### src/rtl/fft8_pkg.sv
// Shared constants, state encodings and address helpers for the 8-point FFT sequencer.
package fft8_pkg;

  localparam logic [15:0] FP16_ONE  = 16'h3C00;
  localparam logic [15:0] FP16_ZERO = 16'h0000;

  localparam logic [1:0] ST_LOAD   = 2'd0;
  localparam logic [1:0] ST_ISSUE  = 2'd1;
  localparam logic [1:0] ST_DRAIN  = 2'd2;
  localparam logic [1:0] ST_UNLOAD = 2'd3;

  typedef struct packed {
    logic [2:0] top;
    logic [2:0] bot;
    logic [2:0] k;
  } bfly_t;

  function automatic logic [2:0] bitrev3(input logic [2:0] i);
    return {i[0], i[1], i[2]};
  endfunction

  // Radix-2 DIT addressing; odd ops reuse the pair with the negated twiddle (k+4).
  function automatic bfly_t bfly_addr(input logic [1:0] stage, input logic [2:0] op);
    bfly_t      r;
    logic [1:0] j;
    j = op[2:1];
    case (stage)
      2'd0: begin
        r.top = {j, 1'b0};
        r.bot = {j, 1'b1};
        r.k   = 3'd0;
      end
      2'd1: begin
        r.top = {j[1], 1'b0, j[0]};
        r.bot = {j[1], 1'b1, j[0]};
        r.k   = {1'b0, j[0], 1'b0};
      end
      default: begin
        r.top = {1'b0, j};
        r.bot = {1'b1, j};
        r.k   = {1'b0, j};
      end
    endcase
    r.k[2] = op[0];
    return r;
  endfunction

endpackage

### src/rtl/fft8_tag_pipe.sv
// Delay line carrying {valid, dest} alongside the MAD unit so results land in the right slot.
module fft8_tag_pipe #(
  parameter int unsigned MAD_LAT = 1
) (
  input  logic       clk,
  input  logic       rst,
  input  logic       in_vld,
  input  logic [2:0] in_dest,
  output logic       out_vld,
  output logic [2:0] out_dest
);

  logic [MAD_LAT-1:0] vld_q, vld_d;
  logic [2:0]         dest_q [MAD_LAT];
  logic [2:0]         dest_d [MAD_LAT];

  always_comb begin
    vld_d     = '0;
    dest_d    = dest_q;
    vld_d[0]  = in_vld;
    dest_d[0] = in_dest;
    for (int i = 1; i < MAD_LAT; i++) begin
      vld_d[i]  = vld_q[i-1];
      dest_d[i] = dest_q[i-1];
    end
  end

  always_ff @(posedge clk or posedge rst) begin
    if (rst) vld_q <= '0;
    else     vld_q <= vld_d;
  end

  always_ff @(posedge clk) begin
    dest_q <= dest_d;
  end

  assign out_vld  = vld_q[MAD_LAT-1];
  assign out_dest = dest_q[MAD_LAT-1];

endmodule

### src/rtl/fft8_mad_sequencer.sv
// Frame controller for an 8-point FFT: loads bit-reversed samples, issues 3 stages of
// butterfly operand pairs to an external complex MAD unit, then streams X[0..7] out.
module fft8_mad_sequencer
  import fft8_pkg::*;
#(
  parameter int unsigned MAD_LAT = 1,
  parameter int unsigned W       = 32
) (
  input  logic         clk,
  input  logic         rst,
  input  logic         in_valid,
  input  logic [W-1:0] in_data,
  output logic         in_ready,
  output logic [W-1:0] mad_num1,
  output logic [W-1:0] mad_num2,
  output logic [2:0]   mad_twiddle,
  input  logic [W-1:0] mad_result,
  output logic         out_valid,
  output logic [W-1:0] out_data,
  input  logic         out_ready,
  output logic         busy
);

  localparam int unsigned DW = (MAD_LAT > 1) ? $clog2(MAD_LAT) : 1;

  logic [1:0]    state_q, state_d;
  logic [1:0]    stage_q, stage_d;
  logic [2:0]    cnt_q, cnt_d;
  logic [DW-1:0] drain_q, drain_d;

  logic [W-1:0]  bank_a_q [8];
  logic [W-1:0]  bank_b_q [8];

  bfly_t         ba;
  logic          src_is_b;
  logic          tag_vld;
  logic [2:0]    tag_dest;
  logic          a_we, b_we;
  logic [2:0]    wr_addr;
  logic [W-1:0]  wr_data;

  assign ba       = bfly_addr(stage_q, cnt_q);
  assign src_is_b = stage_q[0];

  fft8_tag_pipe #(.MAD_LAT(MAD_LAT)) u_tag_pipe (
    .clk      (clk),
    .rst      (rst),
    .in_vld   (state_q == ST_ISSUE),
    .in_dest  (cnt_q[0] ? ba.bot : ba.top),
    .out_vld  (tag_vld),
    .out_dest (tag_dest)
  );

  // cnt_q is the sample index in LOAD, the op index in ISSUE and m in UNLOAD.
  always_comb begin
    state_d = state_q;
    stage_d = stage_q;
    cnt_d   = cnt_q;
    drain_d = drain_q;
    case (state_q)
      ST_LOAD: begin
        if (in_valid) begin
          cnt_d = cnt_q + 3'd1;
          if (cnt_q == 3'd7) begin
            state_d = ST_ISSUE;
            stage_d = 2'd0;
          end
        end
      end
      ST_ISSUE: begin
        cnt_d = cnt_q + 3'd1;
        if (cnt_q == 3'd7) begin
          state_d = ST_DRAIN;
          drain_d = '0;
        end
      end
      ST_DRAIN: begin
        if (drain_q == DW'(MAD_LAT - 1)) begin
          cnt_d = 3'd0;
          if (stage_q == 2'd2) begin
            state_d = ST_UNLOAD;
          end else begin
            state_d = ST_ISSUE;
            stage_d = stage_q + 2'd1;
          end
        end else begin
          drain_d = drain_q + DW'(1);
        end
      end
      default: begin
        if (out_ready) begin
          cnt_d = cnt_q + 3'd1;
          if (cnt_q == 3'd7) state_d = ST_LOAD;
        end
      end
    endcase
  end

  always_ff @(posedge clk or posedge rst) begin
    if (rst) begin
      state_q <= ST_LOAD;
      stage_q <= 2'd0;
      cnt_q   <= 3'd0;
      drain_q <= '0;
    end else begin
      state_q <= state_d;
      stage_q <= stage_d;
      cnt_q   <= cnt_d;
      drain_q <= drain_d;
    end
  end

  // Loads only touch bank A; MAD results go to whichever bank the current stage is not reading.
  always_comb begin
    a_we    = 1'b0;
    b_we    = 1'b0;
    wr_addr = 3'd0;
    wr_data = mad_result;
    if (state_q == ST_LOAD && in_valid) begin
      a_we    = 1'b1;
      wr_addr = bitrev3(cnt_q);
      wr_data = in_data;
    end else if (tag_vld) begin
      wr_addr = tag_dest;
      a_we    = src_is_b;
      b_we    = !src_is_b;
    end
  end

  always_ff @(posedge clk) begin
    if (a_we) bank_a_q[wr_addr] <= wr_data;
    if (b_we) bank_b_q[wr_addr] <= wr_data;
  end

  always_comb begin
    mad_num1    = '0;
    mad_num2    = '0;
    mad_twiddle = 3'd0;
    out_data    = '0;
    if (state_q == ST_ISSUE) begin
      mad_num1    = src_is_b ? bank_b_q[ba.top] : bank_a_q[ba.top];
      mad_num2    = src_is_b ? bank_b_q[ba.bot] : bank_a_q[ba.bot];
      mad_twiddle = ba.k;
    end
    if (state_q == ST_UNLOAD) out_data = bank_b_q[cnt_q];
  end

  assign in_ready  = (state_q == ST_LOAD);
  assign busy      = (state_q != ST_LOAD);
  assign out_valid = (state_q == ST_UNLOAD);

endmodule

### config.mk
export PLATFORM = sky130hd
export DESIGN_NAME = fft8_mad_sequencer
export DESIGN_NICKNAME = d
export VERILOG_FILES = /design/src/rtl/fft8_pkg.sv /design/src/rtl/fft8_tag_pipe.sv /design/src/rtl/fft8_mad_sequencer.sv
export SDC_FILE = /design/constraint.sdc
export NUM_CORES = 1
export LEC_CHECK = 0
export BUFFER_PORTS_ARGS = -buffer_cell sky130_fd_sc_hd__buf_2
export CAP_MARGIN = 25
export CORE_MARGIN = 2
export CORE_UTILIZATION = 40
export CTS_BUF_LIST = sky130_fd_sc_hd__clkbuf_16
export CTS_CLUSTER_DIAMETER = 120
export DETAILED_ROUTE_END_ITERATION = 10
export PLACE_DENSITY = 0.56
export SYNTH_ARGS = -nofsm -noshare
export SYNTH_HDL_FRONTEND = slang
export SYNTH_HIERARCHICAL = 1
export SYNTH_SLANG_ARGS = --single-unit
### constraint.sdc
create_clock -name clk -period 9.2 [get_ports clk]
set_clock_uncertainty 0.2 [all_clocks]
set_input_delay 1.38 -clock clk [delete_from_list [all_inputs] [get_ports clk]]
set_output_delay 1.38 -clock clk [all_outputs]
set_load 0.02 [all_outputs]
# [After elaboration in Yosys (flattened, before gate mapping)]
# Memories as Yosys holds them, arrays and structs flattened.
# Index checks and enable logic that the tools add are counted.
[totals] inputBits=68 memories=2 output_inout_bits=102 ramBits=512 ff_bits=12
[mem_list] memory="bank_a_q" depth=8 word_bits=32 read_ports=2 rd_ports_with_merged_regs=0 wr=1 line_no="fft8_mad_sequencer.sv:31" rtl="logic [W-1:0] bank_a_q [8];"
[mem_list] memory="bank_b_q" depth=8 word_bits=32 read_ports=3 rd_ports_with_merged_regs=0 wr=1 line_no="fft8_mad_sequencer.sv:32" rtl="logic [W-1:0] bank_b_q [8];"
[classes] add_sub_neg=3 reduce_logical=13 n_eq_ne=11 mux=38
[op_table] operator="two-way mux 32 bit" n=6
[op_table] operator="two-way mux 3 bit" n=7
[op_table] operator="two-way mux 2 bit" n=10
[op_table] operator="one-hot mux 9 bit (2 select lines)" n=1
[op_table] operator="two-way mux 1 bit" n=10
[op_table] operator="one-hot mux 3 bit (3 select lines)" n=1
[op_table] operator="inequality test 2 bit, second input constant" n=4
[op_table] operator="nonzero test 2 bit" n=4
[op_table] operator="equality test 2 bit, second input constant" n=3
[op_table] operator="one-hot mux 2 bit (3 select lines)" n=1
[op_table] operator="AND reduction 6 bit" n=1
[op_table] operator="AND reduction 5 bit" n=1
[op_table] operator="equality test 2 x 1 -> 1 bit, second input constant" n=2
[op_table] operator="zero test 2 bit" n=2
[op_table] operator="one-hot mux 2 bit (2 select lines)" n=1
[op_table] operator="nonzero test 4 bit" n=1
[op_table] operator="adder 3 x 1 -> 3 bit, second input constant" n=1
[op_table] operator="equality test 3 bit, second input constant" n=1
[op_table] operator="AND reduction 3 bit" n=1
[op_table] operator="adder 2 x 1 -> 2 bit, second input constant" n=1
[op_table] operator="inequality test 2 x 1 -> 1 bit, second input constant" n=1
[op_table] operator="one-hot mux 1 bit (2 select lines)" n=1
[op_table] operator="AND reduction 2 bit" n=1
[op_table] operator="adder 1 bit, second input constant" n=1
[op_table] operator="other kinds (2)" n=2

# [Logic depth before layout (Yosys ltp)]
# Gate-level depths: netlist of the first run.
[logic_depth] ltp_word=5 ltp_mapped=14 mapped_depth_nobuf=7

# [By module]
# The synthesis of the first run kept the hierarchy.
[modules_own_cells] mod="fft8_mad_sequencer" cells_per_inst=2442 area_per_inst_um2=28946.5 n_inst=1
[modules_own_cells] mod="fft8_tag_pipe" cells_per_inst=5 area_per_inst_um2=88.8 n_inst=1

# [Worst setup path after synthesis of the first run]
# Ideal clock, no wire load.
[synth_timing] path_kind="flip-flop to output port" startpoint="register stage_q[0]" endpoint="output mad_num2[2]" setup_slack_ps=4657 n_path_buf=5 required_ps=7620 t_arrival_ps=2963 path_stages_with_launch=12 cell_sequence="dfrtp_1 -> clkbuf_1 -> clkinv_1 -> clkbuf_1 -> ha_1 -> buf_2 -> or3b_1 -> buf_2 -> a21oi_4 -> buf_2 -> a222oi_1 -> a221oi_1"
[synth_via] elab_chain_len=5 elab_cells_between_ends=7 classes_between="eq/ne: 1; mux: 3; reduce/logical: 1; memory: 2"
[synth_lines] element="start: declaration" line_no="fft8_mad_sequencer.sv:27" rtl="logic [1:0] stage_q, stage_d;"
[synth_lines] element="start signal: assignment" line_no="fft8_mad_sequencer.sv:107" rtl="stage_q <= stage_d;"
[synth_lines] element="equality test 2 x 1 -> 1 bit / zero test 2 bit (equally long branches)" line_no="fft8_pkg.sv:27" rtl="case (stage)"
[synth_lines] element="one-hot mux 9 bit (2 select lines)" line_no="fft8_pkg.sv:27"
[synth_lines] element="memory read (8 x 32 bit), on equally long branches"
[synth_lines] element="two-way mux 32 bit *" line_no="fft8_mad_sequencer.sv:142" rtl="mad_num2 = src_is_b ? bank_b_q[ba.bot] : bank_a_q[ba.bot];"
[synth_lines] element="two-way mux 32 bit *" line_no="fft8_mad_sequencer.sv:140" rtl="if (state_q == ST_ISSUE) begin"
[synth_lines] element="end: declaration" line_no="fft8_mad_sequencer.sv:15" rtl="output logic [W-1:0] mad_num2,"
# Every way passes the cells marked *; elsewhere a longest branch is shown, timed or not.

# [Final worst setup path of the first run]
[layout_timing] startpoint="register stage_q[0]" endpoint="output mad_num2[31]"
# Same word-level chain as after synthesis.

==> results of run 1 <==
## cell type report
cell class                      count  area (um2)
Tap cell                          950        1190
Clock buffer                       58        1450
Timing Repair Buffer              246        1510
Multi-Input combinational cell   1626       12300
Clock inverter                     51         454
Sequential cell                   523       15700
Inverter                           37         145
Fill cell                        6494       39100
## cell usage after synthesis (37+ instances only)
cell,n,area share (%)
a221oi_1,87,2.6
a21oi_1,215,3.7
a21boi_0,43,1.1
a221o_1,41,1.4
a21o_1,43,1.1
o22ai_1,76,1.6
nand2_1,126,1.6
clkbuf_1,130,1.7
mux2_2,91,3.5
nor3_1,37,0.64
edfxtp_1,512,53
o21ai_0,179,3.1
a22oi_1,63,1.6
o211ai_1,48,1.2
buf_2,91,1.6
a211oi_1,41,1.1
mux4_2,65,5.0
nor2_1,86,1.1
## worst register-to-register path, cell delays in order, from the launching register on
cell and delay [ns]:
dfrtp_4 1.00, buf_4 0.74, inv_1 0.26, o32a_1 0.53, nor2_4 0.70, buf_4 0.49
## path summary, 6_finish.rpt
kind	start	endpoint	slack, ns	cells past startpoint
min in group asynchronous	rst	u_tag_pipe/out_vld	0.42	2
max	stage_q[0]	mad_num2[31]	1.99	10
max reg2reg	cnt_q[0]	bank_b_q[7][27]	4.92	5
min reg2reg	state_q[0]	state_q[0]	0.39	1
min	state_q[0]	state_q[0]	0.39	1
max in group asynchronous	rst	cnt_q[0]	8.03	2
## stage by stage
step / std cells / setup slack (ns)
after global routing: 3491 / 1.88
after detailed placement: 3379 / 2.88
after floorplan: 2447 / 4.66
after global placement: 3372 / 2.89
after CTS: 3488 / 2.21
final: 3491 / 1.99
## cell usage in the layout, fill, tap and decap left out, types with 66 or more instances in the layout
cell      instances
o21ai_0         178
nand2_1         125
o22ai_1          76
buf_4            66
buf_2           170
a221oi_1         87
mux2_2           91
nor2_1           68
a21oi_1         214
edfxtp_1        512
## metal layers
layer / up-vias / share of wire, % / global-route usage (%)
met5: - / 0.0079 / 0
met4: 2 / 3.5 / 10.1
met3: 275 / 13 / 6.82
met2: 1911 / 43 / 42.9
met1: 12146 / 41 / 43.1
li1: 10087 / - / -
## power by group through the flow
| stage | sequential, uW | combinational (uW) | clock [uW] |
|---|---|---|---|
| after floorplan | 3150 | 4250 | 0 |
| after global placement | 3330 | 6360 | 0 |
| after detailed placement | 3340 | 6460 | 0 |
| after CTS | 3290 | 6490 | 2360 |
| after global routing | 3330 | 6990 | 2460 |
| final | 3300 | 6710 | 2350 |
## sequential cells by signal, summed over array words and instances (netlist names)
name,flops
u_tag_pipe/out_dest,3
bank_b_q,256
bank_a_q,256
state_q,2
cnt_q,3
u_tag_pipe/out_vld,1
stage_q,2
## kinds of logic after synthesis
logic type	share of synthesized area, %
flip-flops	53.8
adder cells (fa/ha/maj)	0.388
buffers and inverters	4.53
AO/OA/AOI/OAI	24.9
AND/OR/NAND/NOR	6.96
multiplexers	9.36
==> reports/summary.txt, run 1 <==
Status - complete, no violations
DRT antenna net count - 0
Worst-path maximum fanout - 102
Die H - 273 um
Initial antenna violation count - 3
Internal power - 6410 uW
Critical path class - flip-flop to output port
Final period utilization - 78.4%
GP Congestion - 0.897
HPWL after DPL - 68,600 um
Hold Slack - 0.389 ns
CP Launch Type - flip-flop
CP cell instances - clkinv_1 -> ha_4 -> buf_12 -> or3b_2 -> a21oi_4 -> buf_4 -> nand2_1 -> a21o_1 -> a221oi_1 -> buf_2
Logic pwr share - 54.3%
CTS buffer count - 58
Detailed-route wire length - 113,000 um
CTS max path bufs - 3
Die area - 74,800 um2
Min Tclk post-route - 7.21 ns
Clock share of power - 19.0%
Sequential area share after synthesis - 53.8%
GRT overflow - 0
# resized after CTS - 0
Final net count - 2,569
Worst Path Required - 7.62 ns
Power Dens Cells - 378 nW/um2
Clk pin slew, worst setup/hold paths - 0.06 ns
Final Hold Vio Count - 0
Postcts setup bufs - 0
RSZ-0062 raised after global routing - false
Max-capacitance violation count - 0
Share of cells above drive strength 1 - 22.2%
Mapped cell area - 29,000 um2
Design Area, Final - 32,700 um2
I/O Pins - 170
Drt initial violations - 4,081
Core box area - 71,700 um2
Worst Path Buf+Inv - 4
FP Rows - 98
Slowest CP cell - dfrtp_4
Largest net degree at the start of global routing - 103
Post-CTS Hold Buffers - 0
Leak Pwr - 0.0105 uW
Routed vias/inst - 7.00
Asr flop ratio synth - 1.53%
Number of H-tree levels - 2
Crit path DAT - 5.63 ns
Sw Share - 48.1%
Routed len/inst - 32.5 um
Gr usage total - 29.5%
Initial Util - 40.5%
Most used flip-flop cell after synthesis - edfxtp_1
Worst-skew pair later-pin latency - 0.62 ns
Critical path's largest stage delay - 0.87 ns
Min-Delay Path Class - flip-flop to flip-flop
CTS sink count - 523
Area grow syn2layout - 12.5%
P_sw - 5940 uW
Die Wd - 273 um
Max-slew headroom - 23.0%
Syn Area/Cell - 11.9 um2
Worst slew pin tran - 1.15 ns
Dpl cell area - 30,700 um2
Vias - 24,421
Setup violations, final - 0
CTS root buffer - clkbuf_16
Final Util - 45.5%
Drt first pass iters - 8
Yosys Warn Count - 6
Pwr Total - 12,400 uW
Max Clock Freq - 139 MHz
EDFF count, synth - 512
Cells after Synth - 2,447
Final TNS setup - 0 ns
CP endpoint kind - output port
Syn_nets - 2,524
Final Max Slew Viols - 0
Count of cell types in the netlist - 69
Peak VDD IR - 0.224 mV
#FFs+latches synth - 523
DRC - 0
CP top delay family - buffers and inverters
Vias in the first global route - 23,137
Diodes inserted - 0
First-pass GRT wire length - 163,000 um
CTS tree - done
Part of the power in registers - 26.7%
Buffers on Ports - 169
No activity file was read; power rests on OpenSTA's default activity.
==> run 2, diff against run 1 <==
--- a/config.mk
+++ b/config.mk
@@ -12,7 +12,7 @@
 export CTS_BUF_LIST = sky130_fd_sc_hd__clkbuf_16
 export CTS_CLUSTER_DIAMETER = 120
 export DETAILED_ROUTE_END_ITERATION = 10
-export PLACE_DENSITY = 0.56
+export PLACE_DENSITY = 0.58
 export SYNTH_ARGS = -nofsm -noshare
 export SYNTH_HDL_FRONTEND = slang
 export SYNTH_HIERARCHICAL = 1
==> constraint.sdc (replaced) <==
create_clock -name clk -period 5.85 [get_ports clk]
set_clock_uncertainty 0.2 [all_clocks]
set_input_delay 0.8775 -clock clk [delete_from_list [all_inputs] [get_ports clk]]
set_output_delay 0.8775 -clock clk [all_outputs]
set_load 0.02 [all_outputs]
==> run 2 against run 1 <==
First-iteration DRC count shrank 5.7%. Count of clock-buffer cells in the layout is the same. Sequential share of layout area shrank 0.39 points. Combinational power grew 55%. Highest routed layer unchanged.
==> reports/summary.txt, run 2 (same netlist as run 1, synthesis figures left out) <==
Routed vias/inst - 6.94 (-0.79%)
Worst R2R Path Depth - 6 (+1)
Slowest CP cell - nor3_1
Max Clock Freq - 180 MHz
Die area - 74,800 um2 (unchanged)
Placed Cells - 3,403 (+0.71%)
Reg-to-reg slack, setup - 1.79 ns (-3.13 ns)
Max-slew headroom - 24.0% (+0.96 points)
CP cell instances - clkinv_1 -> ha_4 -> nand2b_1 -> a21oi_4 -> buf_4 -> a221oi_1 -> nor3_1 -> buf_2
Worst flop-to-flop path startpoint - stage_q[0]
Hold path cells - 1 (unchanged)
Buffers on Ports - 169 (unchanged)
Biggest regs - bank_a_q (256), bank_b_q (256)
CTS sink count - 523 (unchanged)
Gr usage total - 28.4% (-1.0 points)
Power Dens Cells - 592 nW/um2 (+57%)
Detailed-route wire length - 109,000 um (-3.8%)
Hold EP - state_q[0]
Vias - 24,354 (-0.27%)
Max-capacitance violation count - 0 (unchanged)
Die H - 273 um (unchanged)
Commonest cells after routing, fill and taps aside - 512 x edfxtp_1, 214 x a21oi_1, 178 x o21ai_0
Post-place setup slack - 1.02 ns (-1.86 ns)
Drt initial violations - 3,847 (-5.7%)
Worst-skew pair later-pin latency - 0.62 ns (about the same)
Area grow syn2layout - 13.4%
Critical path class - flip-flop to output port
Postcts setup bufs - 0 (unchanged)
HPWL after DPL - 69,500 um (+1.3%)
CP endpoint kind - output port
Most common cell after layout, fill and taps aside - edfxtp_1
DRT antenna net count - 0 (unchanged)
Non-Filler Instances - 3,509 (+0.52%)
Final period utilization - 95.1%
Worst slew pin tran - 1.14 ns (-0.0158 ns)
Clk pin slew, worst setup/hold paths - 0.06 ns (about the same)
Critical path's largest stage delay - 0.70 ns (-0.17 ns)
Share of cells above drive strength 1 - 23.0% (+0.82 points)
Diodes inserted - 0 (unchanged)
Crit path DAT - 4.49 ns (-1.14 ns)
Leak Pwr - 0.0107 uW (+1.7%)
Initial Util - 40.5% (unchanged)
CTS tree - done
Final Max Slew Viols - 0 (unchanged)
Vias in the first global route - 22,976 (-0.70%)
GRT overflow - 0 (unchanged)
Status - complete, no violations
Peak VDD IR - 0.336 mV (+50%)
RSZ-0062 raised after global routing - false
Worst Path Required - 4.77 ns (-2.85 ns)
Die Wd - 273 um (unchanged)
Min Tclk post-route - 5.57 ns
Setup violations, final - 0 (unchanged)
Reg2reg end - bank_a_q[3][9]
Dpl cell area - 30,900 um2 (+0.40%)
Largest net degree at the start of global routing - 89 (-14%)
CTS buffer count - 57 (-1.7%)
Routed len/inst - 31.1 um (-4.3%)
First-pass GRT wire length - 158,000 um (-2.9%)
Core box area - 71,700 um2 (unchanged)
I/O Pins - 170 (unchanged)
Worst-path maximum fanout - 61 (-40%)
Design Area, Final - 32,900 um2 (+0.83%)
Drt first pass iters - 6 (-2)
Min-Delay Path Class - flip-flop to flip-flop
FP Rows - 98 (unchanged)
Final TNS setup - 0 ns (unchanged)
Final WS setup - 0.284 ns (-1.71 ns)
Fill cells - 6,395 (-1.5%)
CTS root buffer - clkbuf_16
Hold Startpoint - state_q[0]
Initial antenna violation count - 6 (+3)
CP Launch Type - flip-flop
CTS max path bufs - 3 (unchanged)
Final Hold Vio Count - 0 (unchanged)
Number of H-tree levels - 2 (unchanged)
DRC - 0 (unchanged)
Final net count - 2,591 (+0.86%)
GP Congestion - 0.876 (-2.3%)
==> run 2: cell count changes in the layout (fill, tap and decap cells not counted), sizes merged <==
cell / previous run / this run
clkinv: 33 / 24
clkbuf: 60 / 59
dlygate4sd3: 0 / 1
clkinvlp: 5 / 3
buf: 244 / 267
bufinv: 6 / 15
inv: 44 / 41
==> run 2: worst max path at each step <==
stage,from,end,slack (ns),depth (start not counted)
finish,stage_q[0],mad_num2[25],0.28,8
global route,stage_q[0],mad_num2[19],0.1,8
CTS,stage_q[0],mad_num2[25],0.35,8
detailed placement,stage_q[0],mad_num2[25],1.02,8
global placement,stage_q[0],mad_num2[25],1.06,8
floorplan,stage_q[0],mad_num2[2],1.81,11
==> run 2: through the flow <==
stage	util, %	hold WS [ns]	power, uW
2_1_floorplan	-	0.323	11600
3_3_place_gp	43.0	0.349	15200
3_5_place_dp	43.0	0.381	15300
4_1_cts	45.9	0.399	19300
5_1_grt	45.9	0.421	20200
6_report	45.9	0.398	19500
==> run 2: layout make-up <==
class | count | area [um2] | area share, %
Timing Repair Buffer | 269 | 1620 | 4.93
Sequential cell | 523 | 15700 | 47.5
Tap cell | 950 | 1190 | 3.61
Clock buffer | 58 | 1450 | 4.41
Inverter | 37 | 144 | 0.437
Clock inverter | 46 | 611 | 1.85
Multi-Input combinational cell | 1626 | 12300 | 37.2
==> run 2: per-layer routing <==
layer / GRT usage, % / part of all wire (%) / vias up
met5: 0 / 0.031 / -
met4: 9.12 / 3.3 / 6
met3: 6.46 / 12 / 260
met2: 43.0 / 44 / 1777
met1: 40.5 / 41 / 12157
li1: - / - / 10154
==> run 2: where the power goes <==
part	switching, uW	internal, uW	total (uW)	leakage (uW)
Sequential	400	4740	5140	0.00474
Combinational	7070	3290	10400	0.00488
Clock	1550	2450	4010	0.00104
==> run 2: timing repair <==
item                      CTS  global route
resized for setup           0             0
hold endpoints to repair    8             0
hold buffers                1             0
==> run 2: critical path, delay by kind of cell (launching register included) <==
family / cells / cell delay [ns]
flops: 1 / 0.50
compound gates: 2 / 0.47
buf+inv: 3 / 0.84
fa+ha+maj: 1 / 0.67
simple gates: 2 / 1.35
